--- src/rtl/mole_game_pkg.sv ---
// Shared types and constants for the whack-a-mole game controller.
// Latency: n/a (declarations only).
// Backpressure: n/a.
package mole_game_pkg;

  typedef enum logic [2:0] {
    IDLE,
    SPAWN,
    WAIT_HIT,
    HIT,
    MISS,
    DONE
  } state_t;

  localparam logic [15:0] LFSR_SEED = 16'hACE1;

  // Fibonacci feedback taps (x^16 + x^14 + x^13 + x^11 + 1)
  localparam int TAP_A = 15;
  localparam int TAP_B = 13;
  localparam int TAP_C = 12;
  localparam int TAP_D = 10;

  localparam int SCORE_W = 6;
  localparam int LIVES_W = 2;

  function automatic logic [15:0] lfsr_step(input logic [15:0] v);
    return {v[14:0], v[TAP_A] ^ v[TAP_B] ^ v[TAP_C] ^ v[TAP_D]};
  endfunction

endpackage

--- src/rtl/mole_lfsr.sv ---
// 16-bit Fibonacci LFSR used to pick mole positions; next_value is combinational.
// Latency: value moves to next_value on the edge where advance is high.
// Backpressure: none; holds its value whenever advance is low.
module mole_lfsr
  import mole_game_pkg::*;
(
  input  logic        CLK,
  input  logic        reset_n,
  input  logic        advance,
  output logic [15:0] value,
  output logic [15:0] next_value
);

  assign next_value = lfsr_step(value);

  // Shift register: seeded on reset, steps only when asked
  always_ff @(posedge CLK or negedge reset_n) begin
    if (!reset_n) begin
      value <= LFSR_SEED;
    end else if (advance) begin
      value <= next_value;
    end
  end

endmodule

--- src/rtl/mole_round_sequencer.sv ---
// Whack-a-mole round controller: mole placement, timing, whack detection, score/lives.
// Latency: switch change sampled at edge k -> HIT/MISS at k+2 -> next mole LED at k+4.
// Backpressure: none; switches are free-running inputs and toggles outside WAIT_HIT are dropped.
module mole_round_sequencer
  import mole_game_pkg::*;
#(
  parameter int TICK_DIV   = 1000,
  parameter int MOLE_TICKS = 8,
  parameter int MIN_TICKS  = 3,
  parameter int LIVES      = 3,
  parameter int WIN_SCORE  = 32
) (
  input  logic                 CLK,
  input  logic                 reset_n,
  input  logic                 start,
  input  logic [15:0]          SWITCHES,
  output logic [15:0]          LEDS,
  output logic [SCORE_W-1:0]   score_count,
  output logic [LIVES_W-1:0]   lives_left,
  output logic                 game_over,
  output logic                 win
);

  localparam int PW = (TICK_DIV > 2) ? $clog2(TICK_DIV) : 1;
  localparam int TW = 8;

  state_t               state, state_nxt;
  logic [15:0]          s1, s2, prev;
  logic [15:0]          toggle;
  logic [15:0]          mole_mask;
  logic [3:0]           mole, mole_nxt;
  logic [SCORE_W-1:0]   score, score_nxt;
  logic [LIVES_W-1:0]   lives, lives_nxt;
  logic                 win_q, win_nxt;
  logic [TW-1:0]        tcnt, tcnt_nxt;
  logic [TW-1:0]        limit;
  logic [PW-1:0]        presc;
  logic                 tick;
  logic                 advance;
  logic                 wrong_hit, right_hit;
  logic [15:0]          lfsr_value, lfsr_next;
  logic                 unused_lfsr_bits;

  mole_lfsr u_lfsr (
    .CLK        (CLK),
    .reset_n    (reset_n),
    .advance    (advance),
    .value      (lfsr_value),
    .next_value (lfsr_next)
  );

  // Only the low nibble of the next LFSR word selects a mole
  assign unused_lfsr_bits = ^{lfsr_value, lfsr_next[15:4]};

  // Two-flop synchronizer plus a previous-value stage for edge detection
  always_ff @(posedge CLK or negedge reset_n) begin
    if (!reset_n) begin
      s1   <= '0;
      s2   <= '0;
      prev <= '0;
    end else begin
      s1   <= SWITCHES;
      s2   <= s1;
      prev <= s2;
    end
  end

  assign toggle    = s2 ^ prev;
  assign mole_mask = 16'd1 << mole;
  assign wrong_hit = |(toggle & ~mole_mask);
  assign right_hit = |(toggle & mole_mask);

  // Game tick prescaler: runs only while a mole is up, restarts at each spawn
  always_ff @(posedge CLK or negedge reset_n) begin
    if (!reset_n) begin
      presc <= '0;
    end else if (state == SPAWN) begin
      presc <= '0;
    end else if (state == WAIT_HIT) begin
      presc <= tick ? '0 : presc + PW'(1);
    end
  end

  assign tick = (state == WAIT_HIT) && (presc == PW'(TICK_DIV - 1));

  // Mole timeout shrinks by one tick per 8 points, floored at MIN_TICKS
  always_comb begin
    limit = TW'(MOLE_TICKS) - {{(TW-3){1'b0}}, score[5:3]};
    if ({{(TW-3){1'b0}}, score[5:3]} + TW'(MIN_TICKS) > TW'(MOLE_TICKS)) begin
      limit = TW'(MIN_TICKS);
    end
  end

  // State and game registers
  always_ff @(posedge CLK or negedge reset_n) begin
    if (!reset_n) begin
      state <= IDLE;
      score <= '0;
      lives <= LIVES_W'(LIVES);
      win_q <= 1'b0;
      mole  <= '0;
      tcnt  <= '0;
    end else begin
      state <= state_nxt;
      score <= score_nxt;
      lives <= lives_nxt;
      win_q <= win_nxt;
      mole  <= mole_nxt;
      tcnt  <= tcnt_nxt;
    end
  end

  // Next-state, score/lives bookkeeping and LED drive
  always_comb begin
    state_nxt = state;
    score_nxt = score;
    lives_nxt = lives;
    win_nxt   = win_q;
    mole_nxt  = mole;
    tcnt_nxt  = tcnt;
    advance   = 1'b0;
    LEDS      = '0;
    case (state)
      IDLE: begin
        if (start) begin
          state_nxt = SPAWN;
          score_nxt = '0;
          lives_nxt = LIVES_W'(LIVES);
        end
      end
      SPAWN: begin
        advance   = 1'b1;
        // Never show the same hole twice in a row
        mole_nxt  = (lfsr_next[3:0] == mole) ? lfsr_next[3:0] + 4'd1 : lfsr_next[3:0];
        tcnt_nxt  = '0;
        state_nxt = WAIT_HIT;
      end
      WAIT_HIT: begin
        LEDS = mole_mask;
        if (wrong_hit) begin
          state_nxt = MISS;
          lives_nxt = lives - LIVES_W'(1);
        end else if (right_hit) begin
          state_nxt = HIT;
          score_nxt = (score == '1) ? score : score + SCORE_W'(1);
        end else if (tick) begin
          if (tcnt == limit - TW'(1)) begin
            state_nxt = MISS;
            lives_nxt = lives - LIVES_W'(1);
          end else begin
            tcnt_nxt = tcnt + TW'(1);
          end
        end
      end
      HIT: begin
        if (score == SCORE_W'(WIN_SCORE)) begin
          state_nxt = DONE;
          win_nxt   = 1'b1;
        end else begin
          state_nxt = SPAWN;
        end
      end
      MISS: begin
        if (lives == '0) begin
          state_nxt = DONE;
          win_nxt   = 1'b0;
        end else begin
          state_nxt = SPAWN;
        end
      end
      DONE: begin
        LEDS = win_q ? 16'hFFFF : 16'h0000;
        if (start) begin
          state_nxt = SPAWN;
          score_nxt = '0;
          lives_nxt = LIVES_W'(LIVES);
          win_nxt   = 1'b0;
        end
      end
      default: begin
        state_nxt = IDLE;
      end
    endcase
  end

  assign score_count = score;
  assign lives_left  = lives;
  assign game_over   = (state == DONE);
  assign win         = win_q;

endmodule

--- config.mk ---
export PLATFORM = sky130hd
export DESIGN_NAME = mole_round_sequencer
export DESIGN_NICKNAME = d
export VERILOG_FILES = /design/src/rtl/mole_game_pkg.sv /design/src/rtl/mole_lfsr.sv /design/src/rtl/mole_round_sequencer.sv
export SDC_FILE = /design/constraint.sdc
export NUM_CORES = 1
export LEC_CHECK = 0
export BUFFER_PORTS_ARGS = -buffer_cell sky130_fd_sc_hd__buf_2
export CAP_MARGIN = 20
export CORE_MARGIN = 3
export CORE_UTILIZATION = 60
export DETAILED_ROUTE_END_ITERATION = 8
export GPL_ROUTABILITY_DRIVEN = 0
export HOLD_SLACK_MARGIN = 0.05
export PLACE_DENSITY = 0.8
export SYNTH_ARGS = -nofsm -noshare
export SYNTH_HDL_FRONTEND = slang
export SYNTH_HIERARCHICAL = 1
export SYNTH_SLANG_ARGS = --single-unit
--- constraint.sdc ---
create_clock -name CLK -period 6.35 [get_ports CLK]
set_clock_uncertainty 0.1 [all_clocks]
set_input_delay 0.635 -clock CLK [delete_from_list [all_inputs] [get_ports CLK]]
set_output_delay 0.635 -clock CLK [all_outputs]
set_load 0.01 [all_outputs]
==> summary.md <==
| Metric | Value |
|---|---|
| Max FO, Critical Path | 13 |
| Post-Syn Instances | 437 |
| Peak VDD IR | 0.000182 V |
| DIE HEIGHT | 95.5 µm |
| First-pass GRT wire length | 15400 µm |
| Reg clk slew, reported paths | 0.10 ns |
| Final critical-path required period | 3.68 ns |
| Clock root buffer | clkbuf_8 |
| Rows | 32 |
| Final TNS setup | 0 ns |
| DR iter-0 viols | 236 |
| DRT antenna net count | 0 |
| Area occupied by multi-input gates | 2170 µm² |
| Die area | 9120 µm² |
| Worst path arrival time | 3.85 ns |
| Slew HR | 46.3% |
| Netlist Area Pre-Place | 4810 µm² |
| # Post-CTS Setup Buffers | 0 |
| FF-to-FF Start | score_count[3]$_DFFE_PN0P_ |
| CTS tree | yes |
| Pwr dens | 310 nW/µm² |
| YS warnings | 6 |
| Crit path kind | reg -> reg |
| CTS hold repair buffers | 0 |
| All-Layer GR Usage | 21.8% |
| Htree depth | 3 |
| Die W | 95.5 µm |
| Ant. Diodes | 0 |
| Delay-heaviest family, CP | compound AO/OA/AOI/OAI gates |
| Clk Latency, worst-skew pair | 0.36 ns |
| Clk sinks | 98 |
| Worst hold path type | in -> async |
| Initial antenna violation count | 0 |
| Critical path capture point type | flop |
| CP max stage cell | or4_1 |
| Peak Freq | 271 MHz |
| DR WL/cell | 15.6 µm |
| First-pass DRT Iterations | 5 |
| DP HPWL | 6400 µm |
| Critical path required time | 6.51 ns |
| Nets | 502 |
| Core Util, Final | 67.3% |
| Initial Utilization | 61.9% |
| Largest net degree at the start of global routing | 52 |
| Crit path largest cell delay | 0.58 ns |
| Finish-stage setup viols | 0 |
| Status | completed |
| Area growth syn-to-layout | 8.75% |
| Number of global-route vias before repair | 3330 |
| IO Count | 45 |
| Syn nets | 467 |
| RSZ-0062 raised after global routing | no |
| Cts repair resizes | 0 |
| IO Port Bufs | 44 |
| Worst-path cell chain | inv_1, ha_1, nand2b_1, a31oi_1, ha_1, o21ai_0, a31oi_1, nor3_1, o2111ai_1, o21bai_1, or4_1, a21oi_1 |
| Worst slew pin tran | 0.803 ns |
| Share of cells above drive strength 1 | 21.4% |
| Clock Tree Buf Depth | 2 |
| Critical Path Start Type | flop |
| CTS buffer count | 9 |
| CP Launch Point | score_count[3]$_DFFE_PN0P_ |
| Pins Over Slew Limit | 0 |
| Final WL | 9030 µm |
| Leak | 2.35 nW |
| Maxcap violations | 0 |
| Core area | 7770 µm² |
| Residual DRC | 0 |
| Vias per cell | 5.90 |
| Fillers | 605 |
| Final Cycle Share | 58.0% |
| Seq. cell area | 2460 µm² |
| Final Hold Vio Count | 0 |
| Synthesized area per cell | 11.0 µm² |
| Worst path buffer plus inverter count | 1 |
| Vias | 3417 |
| GRT overflow | 0 |
placed cells by master, fill, tap and decap left out, drive strengths merged, types with 11 or more instances in the layout:
master and n:
xnor2 19, buf 46, nand3 14, dfrtp 88, xor2 20, inv 13, o31ai 11, ha 11
mux2 16, nor2 17, o21ai 43, nand2 26
layout make-up:
| cell class | instances | share of cell area [%] |
|---|---|---|
| clock buffers | 9 | 2.37 |
| clock inverters | 7 | 1.17 |
| inverters | 11 | 0.790 |
| multi-input cells | 306 | 41.5 |
| flip-flops and latches | 98 | 47.2 |
| well taps | 102 | 2.44 |
| repair buffers | 46 | 4.55 |
report_power, final:
group / switching, mW / internal, mW
logic: 0.306 / 0.198
clock network: 0.223 / 0.150
registers: 0.0719 / 0.675
total: 0.600 / 1.02
metal layers:
metal | vias to the layer above | global-route usage (%) | part of all wire [%]
li1 | 1655 | - | -
met1 | 1668 | 29.6 | 44
met2 | 81 | 35.6 | 51
met3 | 13 | 3.79 | 3.4
met4 | 0 | 7.23 | 1.5
met5 | - | 0 | 0
worst paths after layout:
kind,depth (start not counted),slack [ns],to
setup reg to reg,12,2.67,tcnt[4]$_DFFE_PN0P_
hold reg to reg,0,0.25,s2[4]$_DFF_PN0_
min in group CLK,0,0.25,s2[4]$_DFF_PN0_
setup / recovery,12,2.67,tcnt[4]$_DFFE_PN0P_
max in group asynchronous,2,4.96,prev[5]$_DFF_PN0_
hold / removal,1,0.16,score_count[3]$_DFFE_PN0P_
worst register-to-register path, cell delays in order (launching register included):
cell,delay [ns]
dfrtp_1,0.54
inv_1,0.13
ha_1,0.29
nand2b_1,0.21
a31oi_1,0.33
ha_1,0.24
o21ai_0,0.09
a31oi_1,0.20
nor3_1,0.07
o2111ai_1,0.34
o21bai_1,0.33
or4_1,0.58
a21oi_1,0.16
sequential cells by signal, indices dropped and copies added (netlist names):
name and flops:
lives_left 2, tcnt 8, presc 10, u_lfsr/value 16, s1 16, mole 4, prev 16, state 3
score_count 6, s2 16, win 1
metrics by stage:
stage	setup slack, ns	cell area, µm²	hold slack [ns]	power (mW)	cells
global route	2.33	5230	0.197	1.73	579
CTS	2.67	5230	0.181	1.63	579
floorplan	3.03	4810	0.231	1.13	437
global placement	2.98	5040	0.231	1.24	563
finish	2.67	5230	0.164	1.62	579
detailed placement	2.74	5040	0.235	1.26	563
Note: power is estimated with default switching activity, not from simulation.
